--- src/rtl/noc_pkg.sv ---
// Shared NoC router definitions: port indices, flit type encoding and small
// helpers used by the per-direction output ports.
package noc_pkg;

    localparam int NUM_PORTS  = 5;
    localparam int PORT_IDX_W = $clog2(NUM_PORTS);

    localparam int DIR_W = 0;
    localparam int DIR_E = 1;
    localparam int DIR_S = 2;
    localparam int DIR_N = 3;
    localparam int DIR_L = 4;

    localparam int FLIT_TYPE_W = 2;

    typedef enum logic [FLIT_TYPE_W-1:0] {
        BODY   = 2'b00,
        TAIL   = 2'b01,
        HEAD   = 2'b10,
        SINGLE = 2'b11
    } flit_type_t;

    typedef enum logic {
        IDLE   = 1'b0,
        LOCKED = 1'b1
    } port_state_t;

    // The type field sits in the top two bits of a flit of any width.
    function automatic int flit_type_msb(input int flit_w);
        return flit_w - 1;
    endfunction

    function automatic int flit_type_lsb(input int flit_w);
        return flit_w - FLIT_TYPE_W;
    endfunction

    function automatic logic opens_packet(input flit_type_t t);
        return (t == HEAD) || (t == SINGLE);
    endfunction

    function automatic logic [PORT_IDX_W-1:0] onehot_to_idx(input logic [NUM_PORTS-1:0] v);
        logic [PORT_IDX_W-1:0] idx;
        idx = '0;
        for (int k = 0; k < NUM_PORTS; k++) begin
            if (v[k]) idx = PORT_IDX_W'(k);
        end
        return idx;
    endfunction

endpackage

--- src/rtl/noc_credit_counter.sv ---
// Downstream credit tracker: starts full, decrements per sent flit, increments
// per returned credit, and flags a credit returned while already full.
module noc_credit_counter #(
    parameter int MAX = 4,
    parameter int W   = $clog2(MAX + 1)
) (
    input  logic         clk,
    input  logic         rst,
    input  logic         inc,
    input  logic         dec,
    output logic [W-1:0] count,
    output logic         overflow
);

    assign overflow = inc && !dec && (count == W'(MAX));

    // NOTE: registers are updated with <= so every flop samples pre-edge values.
    always_ff @(posedge clk or posedge rst) begin
        if (rst) begin
            count <= W'(MAX);
        end else if (dec && !inc) begin
            count <= count - W'(1);
        end else if (inc && !dec && !overflow) begin
            count <= count + W'(1);
        end
    end

endmodule

--- src/rtl/noc_output_port.sv ---
// One router output direction: picks the turned input head, holds the output
// for a whole wormhole packet, and paces flits by downstream credits.
module noc_output_port
    import noc_pkg::*;
#(
    parameter  int FLIT_W  = 32,
    parameter  int CREDITS = 4,
    localparam int CNT_W   = $clog2(CREDITS + 1)
) (
    input  logic                        clk,
    input  logic                        rst,
    input  logic [NUM_PORTS-1:0]        turn_i,
    input  logic [NUM_PORTS-1:0]        req_i,
    input  logic [NUM_PORTS*FLIT_W-1:0] flit_i,
    output logic [NUM_PORTS-1:0]        pop_o,
    output logic [FLIT_W-1:0]           flit_o,
    output logic                        valid_o,
    input  logic                        credit_i,
    output logic                        locked_o,
    output logic                        err_o
);

    localparam int TYPE_MSB = flit_type_msb(FLIT_W);
    localparam int TYPE_LSB = flit_type_lsb(FLIT_W);

    port_state_t             state, next_state;
    logic [PORT_IDX_W-1:0]   lock_idx, next_lock_idx;
    logic [PORT_IDX_W-1:0]   sel_idx;
    logic [FLIT_W-1:0]       heads [NUM_PORTS];
    logic [FLIT_W-1:0]       sel_flit;
    flit_type_t              sel_type;
    logic                    grant;
    logic                    proto_err;
    logic [CNT_W-1:0]        credit_cnt;
    logic                    credit_avail;
    logic                    credit_err;

    always_comb begin
        for (int k = 0; k < NUM_PORTS; k++) begin
            heads[k] = flit_i[k*FLIT_W +: FLIT_W];
        end
    end

    // While locked only the owning input is considered; the turn is ignored.
    assign sel_idx      = (state == LOCKED) ? lock_idx : onehot_to_idx(turn_i);
    assign sel_flit     = heads[sel_idx];
    assign sel_type     = flit_type_t'(sel_flit[TYPE_MSB:TYPE_LSB]);
    assign credit_avail = (credit_cnt != '0);

    always_comb begin
        // NOTE: every output of this block gets a default first, so no path infers a latch.
        next_state    = state;
        next_lock_idx = lock_idx;
        grant         = 1'b0;
        proto_err     = 1'b0;
        case (state)
            IDLE: begin
                if ($countones(turn_i) > 1) begin
                    proto_err = 1'b1;
                end else if ((turn_i & req_i) != '0) begin
                    if (!opens_packet(sel_type)) begin
                        proto_err = 1'b1;
                    end else if (credit_avail) begin
                        grant = 1'b1;
                        if (sel_type == HEAD) begin
                            next_state    = LOCKED;
                            next_lock_idx = sel_idx;
                        end
                    end
                end
            end
            LOCKED: begin
                if (req_i[lock_idx]) begin
                    if (opens_packet(sel_type)) begin
                        proto_err = 1'b1;
                    end else if (credit_avail) begin
                        grant = 1'b1;
                        if (sel_type == TAIL) next_state = IDLE;
                    end
                end
            end
            default: next_state = IDLE;
        endcase
    end

    always_comb begin
        pop_o = '0;
        if (grant && !rst) pop_o[sel_idx] = 1'b1;
    end

    noc_credit_counter #(
        .MAX (CREDITS),
        .W   (CNT_W)
    ) u_credit (
        .clk      (clk),
        .rst      (rst),
        .inc      (credit_i),
        .dec      (grant),
        .count    (credit_cnt),
        .overflow (credit_err)
    );

    always_ff @(posedge clk or posedge rst) begin
        if (rst) begin
            state    <= IDLE;
            lock_idx <= '0;
            flit_o   <= '0;
            valid_o  <= 1'b0;
            err_o    <= 1'b0;
        end else begin
            state    <= next_state;
            lock_idx <= next_lock_idx;
            valid_o  <= grant;
            if (grant) flit_o <= sel_flit;
            if (proto_err || credit_err) err_o <= 1'b1;
        end
    end

    assign locked_o = (state == LOCKED);

endmodule

--- config.mk ---
export PLATFORM = sky130hd
export DESIGN_NAME = noc_output_port
export DESIGN_NICKNAME = d
export VERILOG_FILES = /design/src/rtl/noc_pkg.sv /design/src/rtl/noc_credit_counter.sv /design/src/rtl/noc_output_port.sv
export SDC_FILE = /design/constraint.sdc
export NUM_CORES = 1
export LEC_CHECK = 0
export CAP_MARGIN = 20
export CORE_MARGIN = 2
export CORE_UTILIZATION = 37
export CTS_BUF_LIST = sky130_fd_sc_hd__clkbuf_2 sky130_fd_sc_hd__clkbuf_4 sky130_fd_sc_hd__clkbuf_8
export DETAILED_ROUTE_END_ITERATION = 10
export GPL_ROUTABILITY_DRIVEN = 0
export PLACE_DENSITY = 0.85
export SLEW_MARGIN = 20
export SYNTH_ARGS = -nofsm -noshare
export SYNTH_HDL_FRONTEND = slang
export SYNTH_SLANG_ARGS = --single-unit
export TNS_END_PERCENT = 50
--- constraint.sdc ---
create_clock -name clk -period 3.8 [get_ports clk]
set_clock_uncertainty 0.2 [all_clocks]
set_input_delay 0.76 -clock clk [delete_from_list [all_inputs] [get_ports clk]]
set_output_delay 0.76 -clock clk [all_outputs]
set_load 0.02 [all_outputs]
# --- Yosys cells after proc, flatten, opt, wreduce, memory -nomap -nowiden ---
# Cells that the tools add are included.
op_classes:
  n_addsub: 6
  shifts: 0
  n_bitwise: 4
  muxes: 38
  n_lt_le_gt_ge: 5
  multipliers: 0
  n_reduce_logical: 16
  div_mod_pow: 0
  eq_ne: 4
op_table:
  columns: ["operator", "n"]
  rows:
  - ["$bmux 32 s3", 1]
  - ["$mux 32", 2]
  - ["$mux 1", 23]
  - ["$mux 3", 5]
  - ["$lt 3x4->1 const B", 2]
  - ["$logic_and 1x1->1", 6]
  - ["$pmux 1 s2", 3]
  - ["$reduce_and 6->1", 1]
  - ["$and 5x5->5", 1]
  - ["$mux 5", 1]
  - ["$reduce_bool 5->1", 1]
  - ["$add 1x1->2", 2]
  - ["$add 3x1->4", 1]
  - ["$eq 2x2->1 const B", 2]
  - ["$ge 4x4->1 const B", 1]
  - ["$gt 4x1->1 const B", 1]
  - ["$logic_not 1->1", 4]
  - ["$not 3->4", 1]
  - ["$add 2x2->3", 1]
  - ["$add 3x1->3 const B", 1]
  - ["$bmux 1 s3", 1]
  - ["$demux 1 s3", 1]
  - ["$eq 3x3->1 const B", 1]
  - ["$ge 3x1->1 const B", 1]
  - ["other kinds (7)", 9]
totals:
  inputBits: 173
  ramBits: 0
  n_memories: 0
  romBits: 0
  latch_bits: 0
  output_inout_bits: 40
  regBits: 41

# --- Longest topological paths before layout ---
# Gate-level depths: netlist of the first run.
logic_depth:
  ltp_word: 22
  mapped_depth: 16
  mapped_depth_nobuf: 15

# --- Cells and area by module ---
# From an unflattened synthesis of the first run, not the netlist that was laid out.
hier_totals:
  hier_cells: 399
  hier_area_um2: 3301.9
modules_own_cells:
  columns: ["module", "cells_each", "instances", "area_each_um2", "seq_area_each_um2"]
  rows:
  - ["noc_output_port", 377, 1, 3081.7, 950.9]
  - ["noc_credit_counter", 22, 1, 220.2, 76.3]

# --- Worst setup path after synthesis of the first run ---
# Ideal clock, no wire load.
synth_path:
  kind: "input-to-output"
  from: "input turn_i[0]"
  to: "output pop_o[4]"
  path_buffers: 0
  arrival_time_ns: 2.836
  path_slack_ns: 0.004
  stages: 9
  cell_sequence: "inv_1 -> fa_1 -> inv_1 -> ha_1 -> nand2_1 -> nand3_1 -> nand3b_1 -> o21a_4 -> nor4_1"
synth_between:
  elab_chain_len: 8
synth_lines:
  columns: ["item", "line_no", "source"]
  rows:
  - ["from (decl)", "noc_output_port.sv:12", "input logic [NUM_PORTS-1:0] turn_i,"]
  - ["$add 1x1->2 (implied by the code)", "noc_output_port.sv:58", "if ($countones(turn_i) > 1) begin"]
  - ["$add 2x2->3 (implied by the code)", "noc_output_port.sv:58", null]
  - ["$add 3x1->4 (implied by the code)", "noc_output_port.sv:58", null]
  - ["$gt 4x1->1", "noc_output_port.sv:58", null]
  - ["$mux 1 *", "noc_output_port.sv:58", null]
  - ["$pmux 1 s2 *", "noc_output_port.sv:56", "case (state)"]
  - ["$logic_and 1x1->1 *", "noc_output_port.sv:88", "if (grant && !rst) pop_o[sel_idx] = 1'b1;"]
  - ["$mux 5 *", "noc_output_port.sv:88", null]
  - ["to (decl)", "noc_output_port.sv:15", "output logic [NUM_PORTS-1:0] pop_o,"]
# Every way passes the cells marked *; elsewhere a longest branch is shown, timed or not.

# --- Worst setup path in the final report of the first run ---
layout_path:
  from: "input turn_i[3]"
  to: "output pop_o[1]"
layout_between:
  elab_chain_len: 15
layout_lines:
  columns: ["item", "line_no", "source"]
  rows:
  - ["$mux 3 (2 in series)", "noc_pkg.sv:45", "if (v[k]) idx = PORT_IDX_W'(k);"]
  - ["$mux 3", "noc_output_port.sv:45", "assign sel_idx = (state == LOCKED) ? lock_idx : onehot_to_idx(turn_i);"]
  - ["$not 3->4 (implied by the code)", "noc_output_port.sv:46", "assign sel_flit = heads[sel_idx];"]
  - ["$bmux 32 s3", "noc_output_port.sv:46", null]
  - ["$mux 32 (implied by the code) (2 in series)", "noc_output_port.sv:46", null]
  - ["$eq 2x2->1", "noc_pkg.sv:38", "return (t == HEAD) || (t == SINGLE);"]
  - ["$logic_or 1x1->1", "noc_pkg.sv:38", null]
  - ["$mux 1", "noc_output_port.sv:61", "if (!opens_packet(sel_type)) begin"]
  - ["$mux 1", "noc_output_port.sv:60", "end else if ((turn_i & req_i) != '0) begin"]
  - ["$mux 1", "noc_output_port.sv:58", null]
  - ["$pmux 1 s2", "noc_output_port.sv:56", null]
  - ["$logic_and 1x1->1", "noc_output_port.sv:88", null]
  - ["$mux 5 *", "noc_output_port.sv:88", null]
# Every way passes the cells marked *; elsewhere a longest branch is shown, timed or not. The select of a mux whose other input is x is not followed.

==> impl_metrics.py, run 1 <==
metrics = {
    "run_status": {
        "status": "complete, no violations",
    },
    "worst_setup_path": {
        "cpPeakStageDelay_ns": 0.30,
        "worstPathRequired_ns": 2.84,
        "start_kind": "input port",
        "timing.critical_path.mode_cell": "buf_4",
        "critical_path.slowest_cell": "o221a_2",
        "critical_path.cell_chain": "buf_4, or2_1, o221a_2, nor3b_4, buf_4, o31ai_4, buf_4, a21o_1, o21a_4, inv_4, nand2_4, nor3b_2, buf_4",
        "critPathMaxFanout": 5,
        "timing.critical_path.to_type": "output pin",
        "cp.buffers_inverters": 5,
        "critical_path_at_ns": 2.80,
        "path_delay_family": "compound AO/OA/AOI/OAI gates",
        "flop2flop_setup_slack_ns": 0.39,
        "r2r_path_end": "u_credit.count[2]$_DFFE_PP1P_",
        "crit_type": "in2out",
        "worstReg2RegStart": "locked_o$_DFF_PP0_",
        "r2r_cells": 17,
    },
    "die": {
        "top_level_ports": 213,
        "initial_utilization": 0.378,
        "die-height_um": 94.9,
        "fp.dieArea_um2": 9000,
        "placement_rows": 33,
        "placeable_core_region_um2": 8090,
        "die-width_um": 94.9,
    },
    "logic_synthesis": {
        "post_synth.cell_area_avg_um2": 8.63,
        "synth_async_sr_flop_share": 1.00,
        "synth_top_area_share": 0.327,
        "netlist-cell-type-count": 45,
        "synth-edff-count": 0,
        "synthesis.instances": 354,
        "ys_seq_area_frac": 0.336,
        "synthesis.area_um2": 3060,
        "synth-seq-cells": 41,
        "ys_warn_count": 0,
        "syn_nets": 530,
        "synth.top_cells.by_area": "dfrtp_1 33%, mux2_2 12%, a222oi_1 10%",
        "post-synth-top-area-cell": "dfrtp_1",
        "synth_top_flop_cell": "dfrtp_1",
    },
    "sta": {
        "clock.fmax_ghz": 0.266,
        "post-route-period-util": 0.989,
        "slew_headroom": 0.404,
        "final_max_slew_viol_count": 0,
        "timing_worst_slew_pin_value_ns": 0.893,
        "setup-tns-final_ns": 0,
        "final-setup-viol-count": 0,
        "period_minus_slack_ns": 3.76,
        "hold_worst_slack_ns": 0.300,
        "setup_slack_ns": 0.0418,
        "final_hold_viol_count": 0,
    },
    "detailed_routing": {
        "detail-route-antenna-nets": 0,
        "vias_per_cell": 5.57,
        "wl_um": 11700,
        "drc": 0,
        "drt_iter0_drc": 270,
        "avgRoutedWirePerCell_um": 17.3,
        "firstDrtPassIters": 5,
        "dr_total_vias": 3765,
    },
    "finish": {
        "multi_input_area_um2": 1920,
        "layout_common_cells": "202 x clkdlybuf4s50_1, 69 x nor2_1, 40 x dfrtp_1",
        "nets": 746,
        "layout.cell_area.non_filler_um2": 5520,
        "final_layout_size_suffix_gt1_frac": 0.184,
        "antenna-diode-count": 0,
        "seq_area_um2": 1030,
        "finish.utilization": 0.682,
        "layout_commonest_cell": "clkdlybuf4s50_1",
        "fillers": 650,
        "syn_to_final_growth_pct": 80.5,
    },
    "cts": {
        "cts.sinks": 41,
        "worst_setup_hold_path_clk_slew_ns": 0.07,
        "tritoncts.num_buffers": 5,
        "clock_tree.root_cell": "clkbuf_8",
        "cts_tree": "done",
        "ctsLongestPathBuffers": 2,
        "clock_tree.htree_level_count": 2,
        "clk_latency_ns": 0.29,
    },
    "hold_path": {
        "min-delay-start": "flit_o[31]$_DFFE_PP0N_",
        "timing.hold.worst_path_depth": 2,
        "whs_endpoint": "flit_o[31]$_DFFE_PP0N_",
        "hp-class": "reg2reg",
    },
    "placement": {
        "portBuffers": 212,
        "post-dp-hpwl_um": 8820,
        "postPlaceCellArea_um2": 5360,
        "detailedPlace.worstSlack_ns": -0.897,
    },
    "global_routing": {
        "vias_in_the_first_global_route": 3691,
        "grt_pass1_wl_um": 17400,
        "antenna_violations_before_repair": 0,
        "groute.usage.overall": 0.245,
        "grt_remaining_overflow": 0,
        "grt_max_degree": 69,
    },
    "power_and_ir_drop": {
        "power-per-cell-area_nw_per_um2": 712,
        "ir_worst_vdd_mv": 0.413,
        "leakagePower_nw": 2.19,
    },
    "job": {
        "drv_cap": 0,
    },
}
[through the flow]
stage               cells  total power [W]
detailed placement    662          0.00357
finish                676          0.00393
global route          676          0.00421
global placement      662          0.00348
floorplan             354          0.00258
CTS                   675          0.00391
[kinds of logic after synthesis]
| group | share of synthesized area |
|---|---|
| xor gates and xnor gates | 0.00287 |
| adders and majority gates | 0.0172 |
| AOI/OAI and AO/OA | 0.278 |
| muxes | 0.152 |
| DFF | 0.336 |
| and+or+nand+nor | 0.150 |
| buffers and inverters | 0.0639 |
[where the power goes]
part	switching [W]	internal (W)
Combinational	0.00153	0.00131
Sequential	0.000137	0.000664
Clock	0.000145	0.000143
[worst max path at each step]
stage,startpoint,to,slack [ns],cells past startpoint
2_1_floorplan,turn_i[0],pop_o[4],0.004,9
3_3_place_gp,turn_i[3],pop_o[1],-0.76,13
3_5_place_dp,turn_i[3],pop_o[1],-0.90,13
4_1_cts,turn_i[2],pop_o[2],0.004,12
5_1_grt,turn_i[3],pop_o[1],-0.006,13
6_report,turn_i[3],pop_o[1],0.04,13
[metal layers]
layer,vias to the layer above,part of all wire,track usage
met5,-,0,0
met4,0,0.024,0.0942
met3,24,0.082,0.0607
met2,187,0.52,0.446
met1,1777,0.37,0.272
li1,1777,-,-
[cells in the mapped netlist, types with 2 or more instances]
library cell  instances
inv_1                11
nor2_1               71
mux2_2               33
mux2i_1               7
and3_1                2
a31oi_1              30
nor3b_1               2
a21o_1                2
dfrtp_1              40
nand2_1              13
buf_6                 2
a22oi_1               2
nand3_1               5
o31a_1                2
buf_2                 7
a21oi_1              37
o21ai_0               6
buf_1                 3
fa_1                  2
a222oi_1             31
nor2b_1               4
clkbuf_1             19
[tightest hold or removal path: cells and delay by family (launching register included)]
kind             cells  cell delay, ns
flip-flops           1            0.35
AO/OA/AOI/OAI        1            0.06
AND/OR/NAND/NOR      1            0.05
[flip-flops by register name, summed over array words and instances (netlist names)]
signal / cells
u_credit.count: 3
flit_o: 32
locked_o: 1
valid_o: 1
err_o: 1
lock_idx: 3
[repair_timing]
item / 4_1_cts / 5_1_grt
resized for setup: 46 / 11
endpoints found under the setup margin: 6 / 5
setup buffers: 5 / 1
hold buffers: 0 / 0
pin swaps: 6 / 3
[layout make-up]
class / instances / area share
Tap cell: 105 / 0.0238
Clock inverter: 1 / 0.000907
Sequential cell: 41 / 0.186
Timing Repair Buffer: 241 / 0.417
Clock buffer: 7 / 0.0152
Inverter: 12 / 0.00862
Multi-Input combinational cell: 269 / 0.349
Note: power is estimated with default switching activity, not from simulation.
==> inputs of run 2 (changes only) <==
==> constraint.sdc (replaced) <==
create_clock -name clk -period 3.8 [get_ports clk]
set_clock_uncertainty 0.2 [all_clocks]
set_input_delay 0.76 -clock clk [delete_from_list [all_inputs] [get_ports clk]]
set_output_delay 0.76 -clock clk [all_outputs]
set_load 0.01 [all_outputs]
==> impl_metrics.py, run 2 (synthesis gave the netlist of run 1 again) <==
metrics = {
    "cts": {
        "clock_tree.htree_level_count": 2,
        "clk_latency_ns": 0.29,
        "ctsLongestPathBuffers": 2,
        "tritoncts.num_buffers": 5,
        "clock_tree.root_cell": "clkbuf_8",
        "worst_setup_hold_path_clk_slew_ns": 0.08,
        "holdBufCountCts": 0,
        "cts_tree": "done",
        "cts.sinks": 41,
    },
    "job": {
        "drv_cap": 0,
    },
    "die": {
        "placeable_core_region_um2": 8090,
        "top_level_ports": 213,
        "die-height_um": 94.9,
        "initial_utilization": 0.378,
        "fp.dieArea_um2": 9000,
        "die-width_um": 94.9,
        "placement_rows": 33,
    },
    "placement": {
        "place_inst": 661,
        "portBuffers": 212,
        "postPlaceCellArea_um2": 5350,
        "post-dp-hpwl_um": 8660,
    },
    "finish": {
        "multi_input_area_um2": 1900,
        "syn_to_final_growth_pct": 80.1,
        "largest_register_ffs": 32,
        "nets": 742,
        "final_layout_size_suffix_gt1_frac": 0.169,
        "fillers": 639,
        "antenna-diode-count": 0,
        "layout.cell_area.non_filler_um2": 5510,
        "stdcell_count": 672,
        "seq_area_um2": 1030,
        "layout_commonest_cell": "clkdlybuf4s50_1",
        "registers.top_by_ff_count": "flit_o",
        "layout_top_registers": "flit_o: 32 flops, lock_idx: 3 flops, u_credit.count: 3 flops",
        "layout_common_cells": "202 x clkdlybuf4s50_1, 70 x nor2_1, 40 x dfrtp_1",
    },
    "power_and_ir_drop": {
        "comb_power_share": 0.699,
        "power_frac_clock": 0.093,
        "switching_share": 0.438,
        "p_sw_w": 0.00168,
        "ir_worst_vdd_mv": 0.345,
        "power-per-cell-area_nw_per_um2": 696,
        "seq_power_share": 0.208,
        "fin_total_pwr_w": 0.00383,
        "intPower_w": 0.00215,
        "leakagePower_nw": 2.19,
    },
    "worst_setup_path": {
        "critPathMaxFanout": 4,
        "crit_type": "in2out",
        "start_kind": "input port",
        "critical_path_at_ns": 2.75,
        "timing.critical_path.to_type": "output pin",
        "worstPathRequired_ns": 2.84,
    },
    "detailed_routing": {
        "firstDrtPassIters": 6,
        "dr_total_vias": 3774,
        "drt_iter0_drc": 286,
        "dr_wl_met3_um": 1240,
        "detail-route-antenna-nets": 0,
        "met1Wirelength_um": 4050,
        "drc": 0,
        "top_signal_layer_used": "met4",
        "avgRoutedWirePerCell_um": 17.1,
        "detailroute.wirelength.met2_um": 5950,
        "wl_um": 11500,
        "vias_per_cell": 5.62,
    },
    "sta": {
        "post-route-period-util": 0.975,
        "setup-tns-final_ns": 0,
        "hold_worst_slack_ns": 0.319,
        "timing_worst_slew_pin_value_ns": 0.860,
        "final_max_slew_viol_count": 0,
        "final_hold_viol_count": 0,
        "period_minus_slack_ns": 3.71,
        "slew_headroom": 0.426,
        "clock.fmax_ghz": 0.270,
        "final-setup-viol-count": 0,
        "rsz0062_at_grt": "false",
    },
    "run_status": {
        "status": "complete, no violations",
    },
    "global_routing": {
        "grt_pass1_wl_um": 17400,
        "groute.usage.overall": 0.243,
        "grt_max_degree": 69,
        "vias_in_the_first_global_route": 3709,
        "grt_remaining_overflow": 0,
        "antenna_violations_before_repair": 0,
    },
    "hold_path": {
        "hp-class": "reg2reg",
    },
}
-- run 2: cell type report --
class / instances / share of cell area
repair buffers: 237 / 0.415
multi-input cells: 269 / 0.345
flip-flops and latches: 41 / 0.187
well taps: 105 / 0.0239
clock buffers: 6 / 0.0139
inverters: 12 / 0.00863
clock inverters: 2 / 0.00704
-- run 2: what timing repair did --
action / 4_1_cts / 5_1_grt
gates resized for setup: 42 / 7
pin swaps: 5 / 7
buffers inserted: 2 / 1
setup endpoints to repair: 6 / 5
-- run 2: worst max-delay path, cell delays in order --
cell and delay, ns:
dlygate4sd2_1 0.27, nor2b_1 0.17, o221a_2 0.28, nor3b_4 0.24, o31ai_4 0.11, buf_4 0.15
a21o_1 0.19, o21a_4 0.14, inv_4 0.07, nand2_4 0.05, nor3b_2 0.16, buf_2 0.15
-- run 2: per-layer routing --
metal | GRT usage | vias up
met4 | 0.0857 | 0
met5 | 0 | -
li1 | - | 1768
met2 | 0.440 | 203
met1 | 0.261 | 1774
met3 | 0.0830 | 29
-- run 2: per-stage QoR --
step,util,worst slack [ns]
floorplan,-,0.136
global placement,0.661,-0.686
detailed placement,0.661,-0.751
CTS,0.677,0.00217
global route,0.680,0.00357
finish,0.680,0.0934
-- run 2: power groups by stage --
stage | Clock [W] | Combinational (W) | Sequential (W)
after detailed placement | 0 | 0.00262 | 0.000808
after global placement | 0 | 0.00255 | 0.000791
after global routing | 0.000392 | 0.00291 | 0.000826
after floorplan | 0 | 0.00157 | 0.000870
after CTS | 0.000370 | 0.00265 | 0.000800
final | 0.000357 | 0.00268 | 0.000798
-- run 2: path summary, 6_finish.rpt --
check | slack, ns | cells after the start | to | start
setup / recovery | 0.09 | 12 | pop_o[1] | turn_i[2]
hold / removal | 0.32 | 2 | err_o$_DFFE_PP0P_ | err_o$_DFFE_PP0P_
setup reg to reg | 0.53 | 16 | u_credit.count[2]$_DFFE_PP1P_ | locked_o$_DFF_PP0_
hold reg to reg | 0.32 | 2 | err_o$_DFFE_PP0P_ | err_o$_DFFE_PP0P_
max in group asynchronous | 1.96 | 2 | flit_o[29]$_DFFE_PP0N_ | rst
min in group asynchronous | 0.89 | 2 | err_o$_DFFE_PP0P_ | rst
